===== src/rtl/serial_add_arb.sv =====
// ---------------------------------------------------------------------------
// serial_add_arb
//
// Two requesters share one bit-serial adder. The adder is a single 1-bit
// slice built from two half adders. It processes one operand bit per cycle,
// starting at the LSB. When both requesters ask in the same cycle, a
// round-robin pointer settles the tie. Operands are captured in the cycle
// the grant is issued. A WIDTH-bit add takes WIDTH cycles in ADD, followed
// by one DONE cycle that presents the result.
//
// Ports
//   clk_i        single clock, rising edge
//   rst_i        synchronous, active-high reset
//   req0_i       requester 0 request (held until granted)
//   a0_i, b0_i   requester 0 operands
//   req1_i       requester 1 request (held until granted)
//   a1_i, b1_i   requester 1 operands
//   gnt_o        one-hot grant, combinational while idle
//   busy_o       high whenever an operation is in flight
//   res_valid_o  one-cycle pulse marking a fresh result
//   res_id_o     requester that owns the current result
//   res_sum_o    sum modulo 2^WIDTH (held until the next result)
//   res_cout_o   carry out of the top bit (held until the next result)
// ---------------------------------------------------------------------------
module serial_add_arb #(
    parameter int WIDTH = 8
) (
    input  logic             clk_i,
    input  logic             rst_i,
    input  logic             req0_i,
    input  logic [WIDTH-1:0] a0_i,
    input  logic [WIDTH-1:0] b0_i,
    input  logic             req1_i,
    input  logic [WIDTH-1:0] a1_i,
    input  logic [WIDTH-1:0] b1_i,
    output logic [1:0]       gnt_o,
    output logic             busy_o,
    output logic             res_valid_o,
    output logic             res_id_o,
    output logic [WIDTH-1:0] res_sum_o,
    output logic             res_cout_o
);

    localparam int IdxW = $clog2(WIDTH);
    localparam logic [IdxW-1:0] LastIdx = IdxW'(WIDTH - 1);

    typedef enum logic [1:0] {
        IDLE = 2'd0,
        ADD  = 2'd1,
        DONE = 2'd2
    } state_t;

    state_t           state_q;
    logic             prio_q;
    logic             owner_q;
    logic [WIDTH-1:0] opA_q;
    logic [WIDTH-1:0] opB_q;
    logic             carry_q;
    logic [IdxW-1:0]  idx_q;
    logic             resValid_q;
    logic             resId_q;
    logic [WIDTH-1:0] resSum_q;
    logic             resCout_q;

    logic [1:0]       gnt_d;
    logic             bitA;
    logic             bitB;
    logic             ha1Sum;
    logic             ha1Carry;
    logic             ha2Carry;
    logic             sum_d;
    logic             carry_d;
    logic [WIDTH-1:0] opA_d;
    logic [WIDTH-1:0] opB_d;

    // Grant decision. prio_q names the requester that wins a tie. That is
    // the one not granted most recently. Reset holds the grant low, so a
    // request in a reset cycle is never granted.
    always_comb begin
        gnt_d = 2'b00;
        if (!rst_i && state_q == IDLE) begin
            if (req0_i && req1_i) begin
                gnt_d = prio_q ? 2'b10 : 2'b01;
            end else if (req0_i) begin
                gnt_d = 2'b01;
            end else if (req1_i) begin
                gnt_d = 2'b10;
            end
        end
    end

    // Shared 1-bit slice made of two half adders. The sum bit is shifted in
    // at the top of the A register as the A bits shift out at the bottom.
    // After WIDTH steps, the A register holds the complete sum.
    always_comb begin
        bitA     = opA_q[0];
        bitB     = opB_q[0];
        ha1Sum   = bitA ^ bitB;
        ha1Carry = bitA & bitB;
        sum_d    = ha1Sum ^ carry_q;
        ha2Carry = ha1Sum & carry_q;
        carry_d  = ha1Carry | ha2Carry;
        opA_d    = {sum_d, opA_q[WIDTH-1:1]};
        opB_d    = {1'b0, opB_q[WIDTH-1:1]};
    end

    // Controller and datapath registers. Result registers change only on
    // the edge into DONE, so they hold from one result pulse to the next.
    always_ff @(posedge clk_i) begin
        if (rst_i) begin
            state_q    <= IDLE;
            prio_q     <= 1'b0;
            owner_q    <= 1'b0;
            opA_q      <= '0;
            opB_q      <= '0;
            carry_q    <= 1'b0;
            idx_q      <= '0;
            resValid_q <= 1'b0;
            resId_q    <= 1'b0;
            resSum_q   <= '0;
            resCout_q  <= 1'b0;
        end else begin
            case (state_q)
                IDLE: begin
                    resValid_q <= 1'b0;
                    if (gnt_d != 2'b00) begin
                        opA_q   <= gnt_d[1] ? a1_i : a0_i;
                        opB_q   <= gnt_d[1] ? b1_i : b0_i;
                        owner_q <= gnt_d[1];
                        prio_q  <= gnt_d[0];
                        carry_q <= 1'b0;
                        idx_q   <= '0;
                        state_q <= ADD;
                    end
                end
                ADD: begin
                    opA_q   <= opA_d;
                    opB_q   <= opB_d;
                    carry_q <= carry_d;
                    idx_q   <= idx_q + 1'b1;
                    if (idx_q == LastIdx) begin
                        resValid_q <= 1'b1;
                        resSum_q   <= opA_d;
                        resCout_q  <= carry_d;
                        resId_q    <= owner_q;
                        state_q    <= DONE;
                    end
                end
                DONE: begin
                    resValid_q <= 1'b0;
                    state_q    <= IDLE;
                end
                default: begin
                    state_q <= IDLE;
                end
            endcase
        end
    end

    assign gnt_o       = gnt_d;
    assign busy_o      = (state_q != IDLE);
    assign res_valid_o = resValid_q;
    assign res_id_o    = resId_q;
    assign res_sum_o   = resSum_q;
    assign res_cout_o  = resCout_q;

endmodule


===== config.mk =====
export PLATFORM = sky130hd
export DESIGN_NAME = serial_add_arb
export DESIGN_NICKNAME = d
export VERILOG_FILES = /design/src/rtl/serial_add_arb.sv
export SDC_FILE = /design/constraint.sdc
export NUM_CORES = 1
export LEC_CHECK = 0
export CAP_MARGIN = 20
export CORE_UTILIZATION = 45
export CTS_CLUSTER_DIAMETER = 80
export DETAILED_ROUTE_END_ITERATION = 16
export PLACE_DENSITY_LB_ADDON = 0.2
export SYNTH_ARGS = -nofsm -noshare
export SYNTH_HDL_FRONTEND = slang
export SYNTH_SLANG_ARGS = --single-unit

===== constraint.sdc =====
create_clock -name clk_i -period 1.4 [get_ports clk_i]
set_input_delay 0.14 -clock clk_i [delete_from_list [all_inputs] [get_ports clk_i]]
set_output_delay 0.14 -clock clk_i [all_outputs]
set_load 0.03 [all_outputs]

Yosys cells after proc, flatten, opt, wreduce, memory -nomap -nowiden

Index checks and enable logic that the tools add are counted.

Register bits after elaboration: 35
Input bits: 36
Word-level logic and storage cells: 56

$add $sub $neg: 1
Equal/unequal tests: 5
Mux-type cells: 20
Bitwise gates (word level): 5
Reduce and logical (&&, ||, !) cells: 14

Operators with widths:

| cell                  | number |
|---|---|
| $mux W8               | 4 |
| $pmux W8 S2           | 2 |
| $mux W2               | 7 |
| $reduce_and A2 Y1     | 5 |
| $reduce_bool A2 Y1    | 4 |
| $pmux W3 S2           | 1 |
| $pmux W1 S2           | 2 |
| $pmux W2 S2           | 1 |
| $add A3 B1 Y3 const B | 1 |
| $eq A3 B3 Y1 const B  | 1 |
| $mux W3               | 1 |
| $and A1 B1 Y1         | 2 |
| $eq A2 B1 Y1 const B  | 1 |
| $eq A2 B2 Y1 const B  | 1 |
| $logic_and A1 B1 Y1   | 2 |
| $logic_not A2 Y1      | 1 |
| $mux W1               | 2 |
| $ne A2 B1 Y1 const B  | 1 |
| $ne A2 B2 Y1 const B  | 1 |
| $reduce_or A2 Y1      | 1 |
| $xor A1 B1 Y1         | 2 |
| $logic_not A1 Y1      | 1 |
| $or A1 B1 Y1          | 1 |

Depth between registers and ports, before layout

Depth in word-level cells: 7
Depth in mapped cells: 6

Least setup slack after synthesis

Ideal clock, no wire load.

Path type: reg-to-output
From: register state_q[1]
To: output port gnt_o[0]
Data arrival time: 2309 ps
Data required time: 1260 ps
Slack: -1049 ps
Cell stages (with the launch flop): 4
Cell sequence: dfxtp_1 > nor2_1 > inv_2 > a2111oi_0

Word-level cells in the longest chain between the ends: 3

Ends and longest elaborated chain:

| what                   | line | text |
|---|---|---|
| start, declared        | 53   | `state_t state_q;` |
| start signal, assigned | 111  | `state_q <= IDLE;` |
| start signal, assigned | 133  | `state_q <= ADD;` |
| start signal, assigned | 146  | `state_q <= DONE;` |
| $logic_not A2 Y1       | 81   | `if (!rst_i && state_q == IDLE) begin` |
| $logic_and A1 B1 Y1    | 81   |  |
| $mux W2                | 81   |  |
| end, declared          | 36   | `output logic [1:0] gnt_o,` |

No other way between the ends.

Worst setup path in the final report

From: register prio_q
To: output port gnt_o[0]

Word-level cells in the longest chain between the ends: 3

Ends and longest elaborated chain:

| what                   | line | text |
|---|---|---|
| start, declared        | 54   | `logic prio_q;` |
| start signal, assigned | 130  | `prio_q <= gnt_d[0];` |
| $mux W2                | 83   | `gnt_d = prio_q ? 2'b10 : 2'b01;` |
| $mux W2                | 82   | `if (req0_i && req1_i) begin` |
| $mux W2                | 81   |  |

No other way between the ends.

==> metrics.txt <==
# TYPE chip_impl_metric gauge
chip_impl_info{name="run_status",value="finished, violations left"} 1
chip_impl_info{name="failing_checks",value="negative setup slack"} 1
chip_impl_metric{name="synthCells",unit=""} 169
chip_impl_metric{name="finalWirelength",unit="um"} 3920
chip_impl_metric{name="clockPowerShare",unit="%"} 31.4
chip_impl_metric{name="synth_warnings",unit=""} 0
chip_impl_metric{name="floorplan.initialDensity",unit="%"} 49.2
chip_impl_metric{name="post_synth_instance_area",unit="um^2"} 1550
chip_impl_metric{name="power.density",unit="nW/um^2"} 1020
chip_impl_metric{name="path_clk_slew",unit="ns"} 0.11
chip_impl_metric{name="hold_viol_final",unit=""} 0
chip_impl_metric{name="achievable-frequency",unit="MHz"} 694
chip_impl_metric{name="layout-area-overhead-vs-synth",unit="%"} 49.0
chip_impl_info{name="timing.hold.worst.class",value="input pin to flip-flop"} 1
chip_impl_metric{name="finalCoreUtilization",unit="%"} 73.4
chip_impl_metric{name="critical_path_peak_fanout",unit=""} 2
chip_impl_metric{name="core.rowCount",unit=""} 20
chip_impl_metric{name="place_congestion",unit=""} 0.835
chip_impl_metric{name="p_seq_share",unit="%"} 47.5
chip_impl_info{name="synth_top_flop_cell",value="sky130_fd_sc_hd__dfxtp_1"} 1
chip_impl_info{name="grt_setup_unrepaired",value="yes"} 1
chip_impl_metric{name="global_route.usage.total",unit="%"} 24.0
chip_impl_metric{name="final_critical_path_share_of_the_clock_period",unit="%"} 103
chip_impl_metric{name="cts_hold_fix_bufs",unit=""} 0
chip_impl_metric{name="port-buffer-count",unit=""} 49
chip_impl_metric{name="grt_max_degree",unit=""} 19
chip_impl_info{name="worst_setup_path_end_kind",value="primary output"} 1
chip_impl_metric{name="ir_worst_vdd",unit="mV"} 0.681
chip_impl_metric{name="first_global_vias",unit=""} 1448
chip_impl_metric{name="layout_min_cycle_time",unit="ns"} 1.44
chip_impl_metric{name="p_int",unit="mW"} 1.71
chip_impl_metric{name="worstSkewPairLatency",unit="ns"} 0.35
chip_impl_metric{name="antenna_found_initial",unit=""} 0
chip_impl_metric{name="drtAntennaViolNets",unit=""} 0
chip_impl_metric{name="place_worst_setup_slack",unit="ns"} -0.227
chip_impl_metric{name="timing.critical_path.required",unit="ns"} 1.26
chip_impl_metric{name="dp_hpwl",unit="um"} 2860
chip_impl_metric{name="post_route_cells_drive_above_1_share",unit="%"} 21.2
chip_impl_metric{name="synthesis.area_per_instance",unit="um^2"} 9.19
chip_impl_metric{name="tritoncts.num_buffers",unit=""} 5
chip_impl_metric{name="h_tree_level_count",unit=""} 2
chip_impl_metric{name="combinationalPowerShare",unit="%"} 21.1
chip_impl_metric{name="antenna_cells",unit=""} 0
chip_impl_info{name="cts_tree",value="built"} 1
chip_impl_metric{name="synth-seq-area-share",unit="%"} 45.1
chip_impl_metric{name="dp.cells",unit=""} 267
chip_impl_metric{name="net_count_after_synthesis",unit=""} 208
chip_impl_info{name="critical_path_class",value="flip-flop to primary output"} 1
chip_impl_metric{name="finalClockSkew",unit="ns"} 0.00673
chip_impl_metric{name="drc_errors",unit=""} 0
chip_impl_metric{name="layout.cells.non_filler",unit=""} 280
chip_impl_metric{name="routed-via-count",unit=""} 1496
chip_impl_metric{name="leakage",unit="nW"} 0.983
chip_impl_metric{name="core_area",unit="um^2"} 3150
chip_impl_info{name="cts_root_buffer",value="sky130_fd_sc_hd__clkbuf_4"} 1
chip_impl_metric{name="synth.ff_latch_count",unit=""} 35
chip_impl_info{name="worstSetupStartpointType",value="flip-flop"} 1
chip_impl_metric{name="number_of_enable_type_register_cells_in_the_synthesized_netlist",unit=""} 0
chip_impl_metric{name="timing.final.setup_violations",unit=""} 1
chip_impl_metric{name="global_route.overflow_total",unit=""} 0
chip_impl_metric{name="worst_slew_pin_slew",unit="ns"} 0.324
chip_impl_metric{name="cap_violations",unit=""} 0
chip_impl_metric{name="nNetsFinal",unit=""} 274
chip_impl_metric{name="drt_pass1_iterations",unit=""} 4
chip_impl_metric{name="synth_cell_types",unit=""} 33
chip_impl_metric{name="synthArstFlopShare",unit="%"} 0
chip_impl_metric{name="die-width",unit="um"} 60.7
chip_impl_metric{name="final_slew_viol_count",unit=""} 0
chip_impl_metric{name="grt_first_pass_wirelength",unit="um"} 6420
chip_impl_metric{name="wire_per_inst",unit="um"} 14.0
chip_impl_metric{name="die_h",unit="um"} 60.7
chip_impl_metric{name="route.detailed.vias_per_inst",unit=""} 5.34
chip_impl_metric{name="cts.path.max_buffers",unit=""} 2
chip_impl_metric{name="cts.sink_count",unit=""} 35
chip_impl_metric{name="power.net_switching",unit="mW"} 0.641
chip_impl_metric{name="pin_count",unit=""} 50
chip_impl_metric{name="worst_ep_arrival_time",unit="ns"} 1.30
chip_impl_metric{name="die_area",unit="um^2"} 3690
chip_impl_metric{name="p_sw_share",unit="%"} 27.2
chip_impl_metric{name="final_ws_setup",unit="ns"} -0.0406
chip_impl_metric{name="dr.first_iter.drc_count",unit=""} 65
chip_impl_metric{name="slew-limit-headroom",unit="%"} 78.4
## through the flow
| step | cell area, um^2 | power, mW | hold WS (ns) | TNS (ns) |
|---|---|---|---|---|
| after floorplan | 1580 | 1.39 | 0.256 | -0.0151 |
| after global placement | 2180 | 1.58 | 0.446 | -2.43 |
| after detailed placement | 2180 | 1.60 | 0.449 | -3.52 |
| after CTS | 2300 | 2.35 | 0.293 | -0.0385 |
| after global routing | 2310 | 2.46 | 0.296 | -0.362 |
| final | 2310 | 2.35 | 0.287 | -0.0406 |
## logic make-up after synthesis
logic type | count (synthesis) | share of synthesized area (%)
muxes | 15 | 9.67
adders and majority gates | 3 | 2.90
AOI/OAI and AO/OA | 55 | 22.5
DFF | 35 | 45.1
buffers and inverters | 15 | 5.96
and+or+nand+nor | 46 | 13.9
## synth_stat cells (3+ instances only)
| cell | count | area (um^2) |
|---|---|---|
| sky130_fd_sc_hd__dfxtp_1 | 35 | 701 |
| sky130_fd_sc_hd__nand2_1 | 18 | 67.6 |
| sky130_fd_sc_hd__a21oi_1 | 17 | 85.1 |
| sky130_fd_sc_hd__mux2i_1 | 15 | 150 |
| sky130_fd_sc_hd__a22oi_1 | 14 | 105 |
| sky130_fd_sc_hd__nand3_1 | 13 | 65.1 |
| sky130_fd_sc_hd__o21ai_1 | 11 | 55.1 |
| sky130_fd_sc_hd__buf_2 | 7 | 35.0 |
| sky130_fd_sc_hd__nor2_1 | 6 | 22.5 |
| sky130_fd_sc_hd__o21ai_0 | 4 | 20.0 |
| sky130_fd_sc_hd__nor3_1 | 3 | 15.0 |
## area by class of cell
cell class / count / area, um^2
clock buffers: 5 / 37.5
inverters: 2 / 7.51
repair buffers: 72 / 668
multi-input cells: 119 / 797
clock inverters: 3 / 43.8
flip-flops and latches: 35 / 704
fillers: 277 / 840
well taps: 44 / 55.1
## cells in the final DEF, fill, tap and decap left out, drive strengths merged
master	count
dfxtp	35
clkdlybuf4s50	32
buf	25
nand2	19
a21oi	17
o21ai	16
mux2i	15
a22oi	14
dlygate4sd2	14
nand3	13
nor2	7
clkbuf	6
nor3	3
inv	2
ha	2
nand2b	2
clkinv	2
a2111oi	1
nor2b	1
o221ai	1
o21ba	1
a2bb2oi	1
and2	1
o31ai	1
a311oi	1
o21a	1
a221oi	1
fa	1
bufinv	1
## final timing paths
kind | startpoint | slack [ns] | end | depth (start not counted)
setup reg to reg | state_q[1]$_SDFFE_PP0P_ | 0.04 | opB_q[7]$_SDFFE_PP0P_ | 5
hold reg to reg | res_sum_o[4]$_SDFFE_PP0P_ | 0.46 | res_sum_o[4]$_SDFFE_PP0P_ | 2
setup / recovery | prio_q$_SDFFE_PP0P_ | -0.04 | gnt_o[0] | 3
hold / removal | req1_i | 0.29 | prio_q$_SDFFE_PP0P_ | 2
## worst max-delay path: stages, from the launching register on
cell                        delay, ns
sky130_fd_sc_hd__dfxtp_2         0.35
sky130_fd_sc_hd__buf_6           0.12
sky130_fd_sc_hd__a2111oi_4       0.27
sky130_fd_sc_hd__buf_4           0.21
## per-layer routing
layer / share of wire (%) / GRT usage [%] / up-vias
met4: 1.5 / 8.44 / 0
met2: 52 / 41.9 / 43
met1: 41 / 27.7 / 705
met5: 0 / 0 / -
met3: 5.3 / 7.68 / 5
li1: - / - / 743
## repair_timing
item / 4_1_cts / 5_1_grt
endpoints found under the hold margin: 0 / 0
resized for setup: 21 / 5
endpoints found under the setup margin: 19 / 19
pin swaps: 2 / 0
buffers inserted: 5 / 0
## registers in the layout, summed over array words and instances (netlist names)
register	count
state_q	2
res_valid_o	1
opB_q	8
res_cout_o	1
owner_q	1
opA_q	8
res_id_o	1
carry_q	1
idx_q	3
prio_q	1
res_sum_o	8
## power by group through the flow
stage	Clock (mW)	Sequential, mW	Combinational [mW]
floorplan	0	1.13	0.263
global placement	0	1.13	0.447
detailed placement	0	1.14	0.461
CTS	0.744	1.12	0.491
global route	0.799	1.12	0.540
finish	0.739	1.12	0.496
Power figures use the tool's default switching activity.
